`config.mk`:
```
export PLATFORM = sky130hd
export DESIGN_NAME = f2i_pipe
export DESIGN_NICKNAME = d
export VERILOG_FILES = /design/src/rtl/f2i_pipe.sv
export SDC_FILE = /design/constraint.sdc
export NUM_CORES = 1
export LEC_CHECK = 0
export CAP_MARGIN = 20
export CORE_UTILIZATION = 25
export CTS_CLUSTER_SIZE = 20
export DETAILED_ROUTE_END_ITERATION = 12
export DONT_BUFFER_PORTS = 1
export PLACE_DENSITY_LB_ADDON = 0.2
export SLEW_MARGIN = 25
export SYNTH_ARGS = -nofsm -noshare
export SYNTH_HDL_FRONTEND = slang
export SYNTH_SLANG_ARGS = --single-unit
```
`constraint.sdc`:
```
create_clock -name clk -period 5.9 [get_ports clk]
set_input_delay 1.18 -clock clk [delete_from_list [all_inputs] [get_ports clk]]
set_output_delay 1.18 -clock clk [all_outputs]
set_load 0.005 [all_outputs]
```
`src/rtl/f2i_pipe.sv`:
```
// ----------------------------------------------------------------------------
// f2i_pipe
//   Pipelined float-to-integer converter with a valid/ready stream interface.
//   Converts a {sign, exp, frac} binary float into a signed or unsigned
//   INT_W-bit integer using one of four rounding modes. The fixed latency is
//   two stages, and the converter accepts one conversion per cycle.
//
//   Stage 1 decodes the float and aligns the significand. It produces the
//   integer magnitude M, a guard bit G and a sticky bit S. Stage 2 rounds,
//   range-checks, saturates or negates the value, and then registers it.
//
// Ports
//   clk, rst      clock, asynchronous active-high reset
//   in_valid      input word valid
//   in_ready      converter accepts the input this cycle
//   in_a          float {sign, exp[EXP_W], frac[FRAC_W]}
//   in_rmode      00 toward zero, 01 nearest-even, 10 floor, 11 ceil
//   in_unsigned   1 = unsigned result range
//   out_valid     result valid
//   out_ready     downstream accepts the result
//   out_d         integer result
//   out_p_lost    inexact result
//   out_denorm    input was a denormal
//   out_invalid   NaN, infinity or out of range
// ----------------------------------------------------------------------------
module f2i_pipe #(
   parameter int EXP_W  = 8,
   parameter int FRAC_W = 23,
   parameter int INT_W  = 32
) (
   input  logic                    clk,
   input  logic                    rst,
   input  logic                    in_valid,
   output logic                    in_ready,
   input  logic [EXP_W+FRAC_W:0]   in_a,
   input  logic [1:0]              in_rmode,
   input  logic                    in_unsigned,
   output logic                    out_valid,
   input  logic                    out_ready,
   output logic [INT_W-1:0]        out_d,
   output logic                    out_p_lost,
   output logic                    out_denorm,
   output logic                    out_invalid
);

   localparam int BIAS = (1 << (EXP_W - 1)) - 1;
   // The aligned significand is wide enough for {1,frac} << (INT_W-1).
   localparam int SW   = FRAC_W + 1 + INT_W;

   localparam logic [INT_W:0]   SMAX_MAG = {2'b00, {(INT_W-1){1'b1}}};
   localparam logic [INT_W:0]   SMIN_MAG = {2'b01, {(INT_W-1){1'b0}}};
   localparam logic [INT_W-1:0] ONE_I    = {{(INT_W-1){1'b0}}, 1'b1};

   typedef enum logic [1:0] {
      RM_RTZ   = 2'b00,
      RM_RNE   = 2'b01,
      RM_FLOOR = 2'b10,
      RM_CEIL  = 2'b11
   } rmode_e;

   // ---------------- handshake ----------------
   logic v1_q, v2_q;
   logic s1_load, s2_load;

   assign s2_load   = ~v2_q | out_ready;
   assign s1_load   = ~v1_q | s2_load;
   assign in_ready  = s1_load;
   assign out_valid = v2_q;

   // ---------------- stage 1: decode and align ----------------
   logic               a_sign;
   logic [EXP_W-1:0]   a_exp;
   logic [FRAC_W-1:0]  a_frac;
   logic               exp_max, exp_zero, frac_nz;

   assign a_sign   = in_a[EXP_W+FRAC_W];
   assign a_exp    = in_a[EXP_W+FRAC_W-1:FRAC_W];
   assign a_frac   = in_a[FRAC_W-1:0];
   assign exp_max  = &a_exp;
   assign exp_zero = ~|a_exp;
   assign frac_nz  = |a_frac;

   logic [INT_W:0]    m1_d, m1_q;
   logic              g1_d, g1_q;
   logic              s1_d, s1_q;
   logic              nan1_d, nan1_q;
   logic              sat1_d, sat1_q;
   logic              dn1_d, dn1_q;
   logic              sign1_q;
   rmode_e            rm1_q;
   logic              uns1_q;
   logic [SW-1:0]     shifted;
   logic [EXP_W-1:0]  sh_amt;

   always_comb begin
      m1_d    = '0;
      g1_d    = 1'b0;
      s1_d    = 1'b0;
      nan1_d  = 1'b0;
      sat1_d  = 1'b0;
      dn1_d   = 1'b0;
      shifted = '0;
      sh_amt  = '0;
      if (exp_max) begin
         if (frac_nz) nan1_d = 1'b1;
         else         sat1_d = 1'b1;
      end else if (exp_zero) begin
         // A denormal is nonzero but far below 1/2: it only sets sticky.
         if (frac_nz) begin
            dn1_d = 1'b1;
            s1_d  = 1'b1;
         end
      end else if (int'(a_exp) >= BIAS + INT_W) begin
         sat1_d = 1'b1;
      end else if (int'(a_exp) >= BIAS) begin
         sh_amt  = a_exp - EXP_W'(BIAS);
         shifted = {{INT_W{1'b0}}, 1'b1, a_frac} << sh_amt;
         m1_d    = shifted[SW-1:FRAC_W];
         g1_d    = shifted[FRAC_W-1];
         s1_d    = |shifted[FRAC_W-2:0];
      end else if (int'(a_exp) == BIAS - 1) begin
         g1_d = 1'b1;
         s1_d = frac_nz;
      end else begin
         s1_d = 1'b1;
      end
   end

   always_ff @(posedge clk or posedge rst) begin
      if (rst) begin
         v1_q    <= 1'b0;
         m1_q    <= '0;
         g1_q    <= 1'b0;
         s1_q    <= 1'b0;
         nan1_q  <= 1'b0;
         sat1_q  <= 1'b0;
         dn1_q   <= 1'b0;
         sign1_q <= 1'b0;
         rm1_q   <= RM_RTZ;
         uns1_q  <= 1'b0;
      end else if (s1_load) begin
         v1_q    <= in_valid;
         m1_q    <= m1_d;
         g1_q    <= g1_d;
         s1_q    <= s1_d;
         nan1_q  <= nan1_d;
         sat1_q  <= sat1_d;
         dn1_q   <= dn1_d;
         sign1_q <= a_sign;
         rm1_q   <= rmode_e'(in_rmode);
         uns1_q  <= in_unsigned;
      end
   end

   // ---------------- stage 2: round, range-check, negate ----------------
   logic              lost, inc, in_range;
   logic [INT_W:0]    mr;
   logic [INT_W-1:0]  sat_max, sat_min;
   logic [INT_W-1:0]  d2_d, d2_q;
   logic              pl2_d, pl2_q;
   logic              dn2_d, dn2_q;
   logic              inv2_d, inv2_q;

   always_comb begin
      lost = g1_q | s1_q;
      inc  = 1'b0;
      case (rm1_q)
         RM_RTZ:   inc = 1'b0;
         RM_RNE:   inc = g1_q & (s1_q | m1_q[0]);
         RM_FLOOR: inc = sign1_q & lost;
         RM_CEIL:  inc = ~sign1_q & lost;
      endcase
      // M < 2^INT_W for any in-range exponent, so the increment cannot wrap.
      mr = m1_q + {{INT_W{1'b0}}, inc};

      if (uns1_q) begin
         sat_max  = '1;
         sat_min  = '0;
         in_range = sign1_q ? (mr == '0) : ~mr[INT_W];
      end else begin
         sat_max  = {1'b0, {(INT_W-1){1'b1}}};
         sat_min  = {1'b1, {(INT_W-1){1'b0}}};
         in_range = sign1_q ? (mr <= SMIN_MAG) : (mr <= SMAX_MAG);
      end

      d2_d   = '0;
      pl2_d  = 1'b0;
      inv2_d = 1'b1;
      dn2_d  = dn1_q;
      if (nan1_q) begin
         d2_d = '0;
      end else if (sat1_q || !in_range) begin
         d2_d = sign1_q ? sat_min : sat_max;
      end else begin
         inv2_d = 1'b0;
         pl2_d  = lost;
         d2_d   = sign1_q ? (~mr[INT_W-1:0] + ONE_I) : mr[INT_W-1:0];
      end
   end

   always_ff @(posedge clk or posedge rst) begin
      if (rst) begin
         v2_q   <= 1'b0;
         d2_q   <= '0;
         pl2_q  <= 1'b0;
         dn2_q  <= 1'b0;
         inv2_q <= 1'b0;
      end else if (s2_load) begin
         v2_q <= v1_q;
         if (v1_q) begin
            d2_q   <= d2_d;
            pl2_q  <= pl2_d;
            dn2_q  <= dn2_d;
            inv2_q <= inv2_d;
         end
      end
   end

   assign out_d       = d2_q;
   assign out_p_lost  = pl2_q;
   assign out_denorm  = dn2_q;
   assign out_invalid = inv2_q;

endmodule

```
==> results.cfg <==
[outcome]
status = finished, final reports clean

[sta]
tns_ps = 0
rsz0062_at_grt = no
timing.fmax_mhz = 211
fin_worst_skew_ps = 7.87
slew_headroom = 0.418
final_hold_viol_count = 0
fin_crit_sh = 0.802
report.final.slew_viol_count = 0
period_needed_ps = 4730
setup_viol = 0
worst_pin_slew_ps = 874

[floorplan]
die_w_um = 173
ioPinCount = 76
start_util = 0.254
dieArea_um2 = 29800
coreArea_um2 = 28700
num_rows = 62
die_y_um = 173

[drt]
dr_wl_met2_um = 10700
drt-total-wl_um = 24400
avgRoutedWirePerCell_um = 19.6
drc = 0
vias = 6747
first_iter_violations = 492
first_pass_iters = 6
wl_met3_um = 1090
top_layer = met4
routed_via_density = 5.43
met1_length_um = 12000
ant_nets = 0

[worst_setup_path]
required_ps = 6180
rr_endpoint = out_d[13]
reg2reg_setup_slack_ps = 1170
reg2reg_from = sign1_q
path_class = flip-flop to flip-flop
cp_max_fo = 31
end_kind = flip-flop
crit_start = sign1_q
start_kind = flip-flop
r2r_cells = 15
crit_arrival_ps = 5010

[grt]
grt_usage = 0.163
grt_pass1_vias = 6593
grt_max_degree = 43
grt_overflow_total = 0
antenna_found_initial = 0
grt_pass1_wl_um = 38900

[min_path]
hold_depth = 1
min_to = dn1_q
hp-class = flip-flop to flip-flop
hp-start = dn1_q

[clocking]
cts_root_buf = clkbuf_16
post_cts_buffers = 0
clock_latency_ps = 350
post_cts_resized = 0
holdBufCountCts = 0
numCtsBuffers = 9
cts_tree = built
numClockSinks = 79
cts_max_path_buffers = 2
htree_levels = 3
cts.clk_slew.worst_paths_ps = 60

[cells_and_area]
largest_reg_flops = 33
area_growth_pct = 8.59
drive_above_1_share = 0.117
final_cells = 1242
final_common_cell = nand2_1
max_flop_register = m1_q
n_antenna_cell = 0
nets = 899
most-common-layout-cells = nand2_1, dfrtp_1, o21ai_0

[logic_synthesis]
synth.top_cell.area_share = 0.271
syn_inst = 893
synth_area_per_cell_um2 = 8.15
synth_edf_count = 0
synth_nets = 939
synthTopCellsByArea = dfrtp_1, nand2_1, o21ai_0
synthArstFlopShare = 1.00
synthDistinctLibCells = 74
seq_area_frac_synth = 0.271
synth_top_cell_by_area = dfrtp_1
yosysWarnings = 0
synth_ff_type = dfrtp_1
ys_seq_elements = 79
synth_area_um2 = 7280

[power]
leakage_nw = 3.06
ir_drop_mv = 0.0940
power_density_nw_per_um2 = 225

[placement]
post-dp-hpwl_um = 18800
routabilityCongestion = 0.908
portBuffers = 0
place_inst = 1226

[job]
drv_cap = 0
[power breakdown]
part           internal (mW)  switching [mW]  total [mW]
clock                  0.332           0.242       0.574
combinational          0.221           0.303       0.524
sequential             0.613          0.0714       0.684
total                   1.17           0.616        1.78
[metal layers]
| layer | GRT usage | up-vias |
|---|---|---|
| met1 | 0.234 | 3237 |
| met3 | 0.0204 | 33 |
| met4 | 0.0623 | 0 |
| met2 | 0.249 | 203 |
| li1 | - | 3274 |
| met5 | 0 | - |
[area by class of cell]
| class | instances | area, um2 |
|---|---|---|
| multi-input combinational | 730 | 4940 |
| fill | 3145 | 20800 |
| timing repair buffer | 17 | 148 |
| tap | 384 | 480 |
| clock inverter | 7 | 77.6 |
| sequential | 79 | 1980 |
| clock buffer | 9 | 225 |
| inverter | 16 | 61.3 |
[per-stage QoR]
stage	hold WS [ps]	utilization	setup WS, ps	power [mW]	cell area, um2
2_1_floorplan	463	-	1820	1.08	7280
3_3_place_gp	498	0.264	1240	1.22	7580
3_5_place_dp	499	0.265	1150	1.22	7600
4_1_cts	515	0.276	1120	1.81	7910
5_1_grt	536	0.276	741	1.89	7910
6_report	510	0.276	1170	1.78	7910
[cell families after synthesis]
group                      synth area share
and+or+nand+nor                       0.254
AOI/OAI and AO/OA                     0.233
buffers and inverters                0.0528
DFF                                   0.271
xor gates and xnor gates             0.0758
muxes                                 0.101
adders and majority gates            0.0120
[cells in the mapped netlist, drive strengths merged, types with 9 or more instances]
master	number
nor3	30
nor4	25
buf	23
a221o	22
and2	10
mux4	14
xor2	23
inv	16
a21oi	38
a211oi	11
a31oi	10
mux2i	32
mux2	9
clkbuf	45
o21ai	71
dfrtp	79
xnor2	40
and3	15
nand4	27
nor2	64
a211o	10
a22o	12
o31ai	11
nand2	121
nand3	30
[critical path, cell delays in order (launching register included)]
cell,delay [ps]
dfrtp_1,360
buf_4,220
a31oi_1,180
o21ai_0,90
a21oi_1,130
ha_1,260
ha_1,310
nand4_4,220
a2111o_1,470
a2111oi_2,360
nor2_1,70
or4_1,480
nor4_1,270
o2111ai_1,230
a31oi_4,770
a221o_2,220
[worst max path at each step]
stage,to,cells past startpoint
after floorplan,out_d[5],18
after global placement,out_d[15],15
after detailed placement,out_d[2],15
after CTS,out_d[2],15
after global routing,out_d[12],15
final,out_d[13],15
Note: power is estimated with default switching activity, not from simulation.
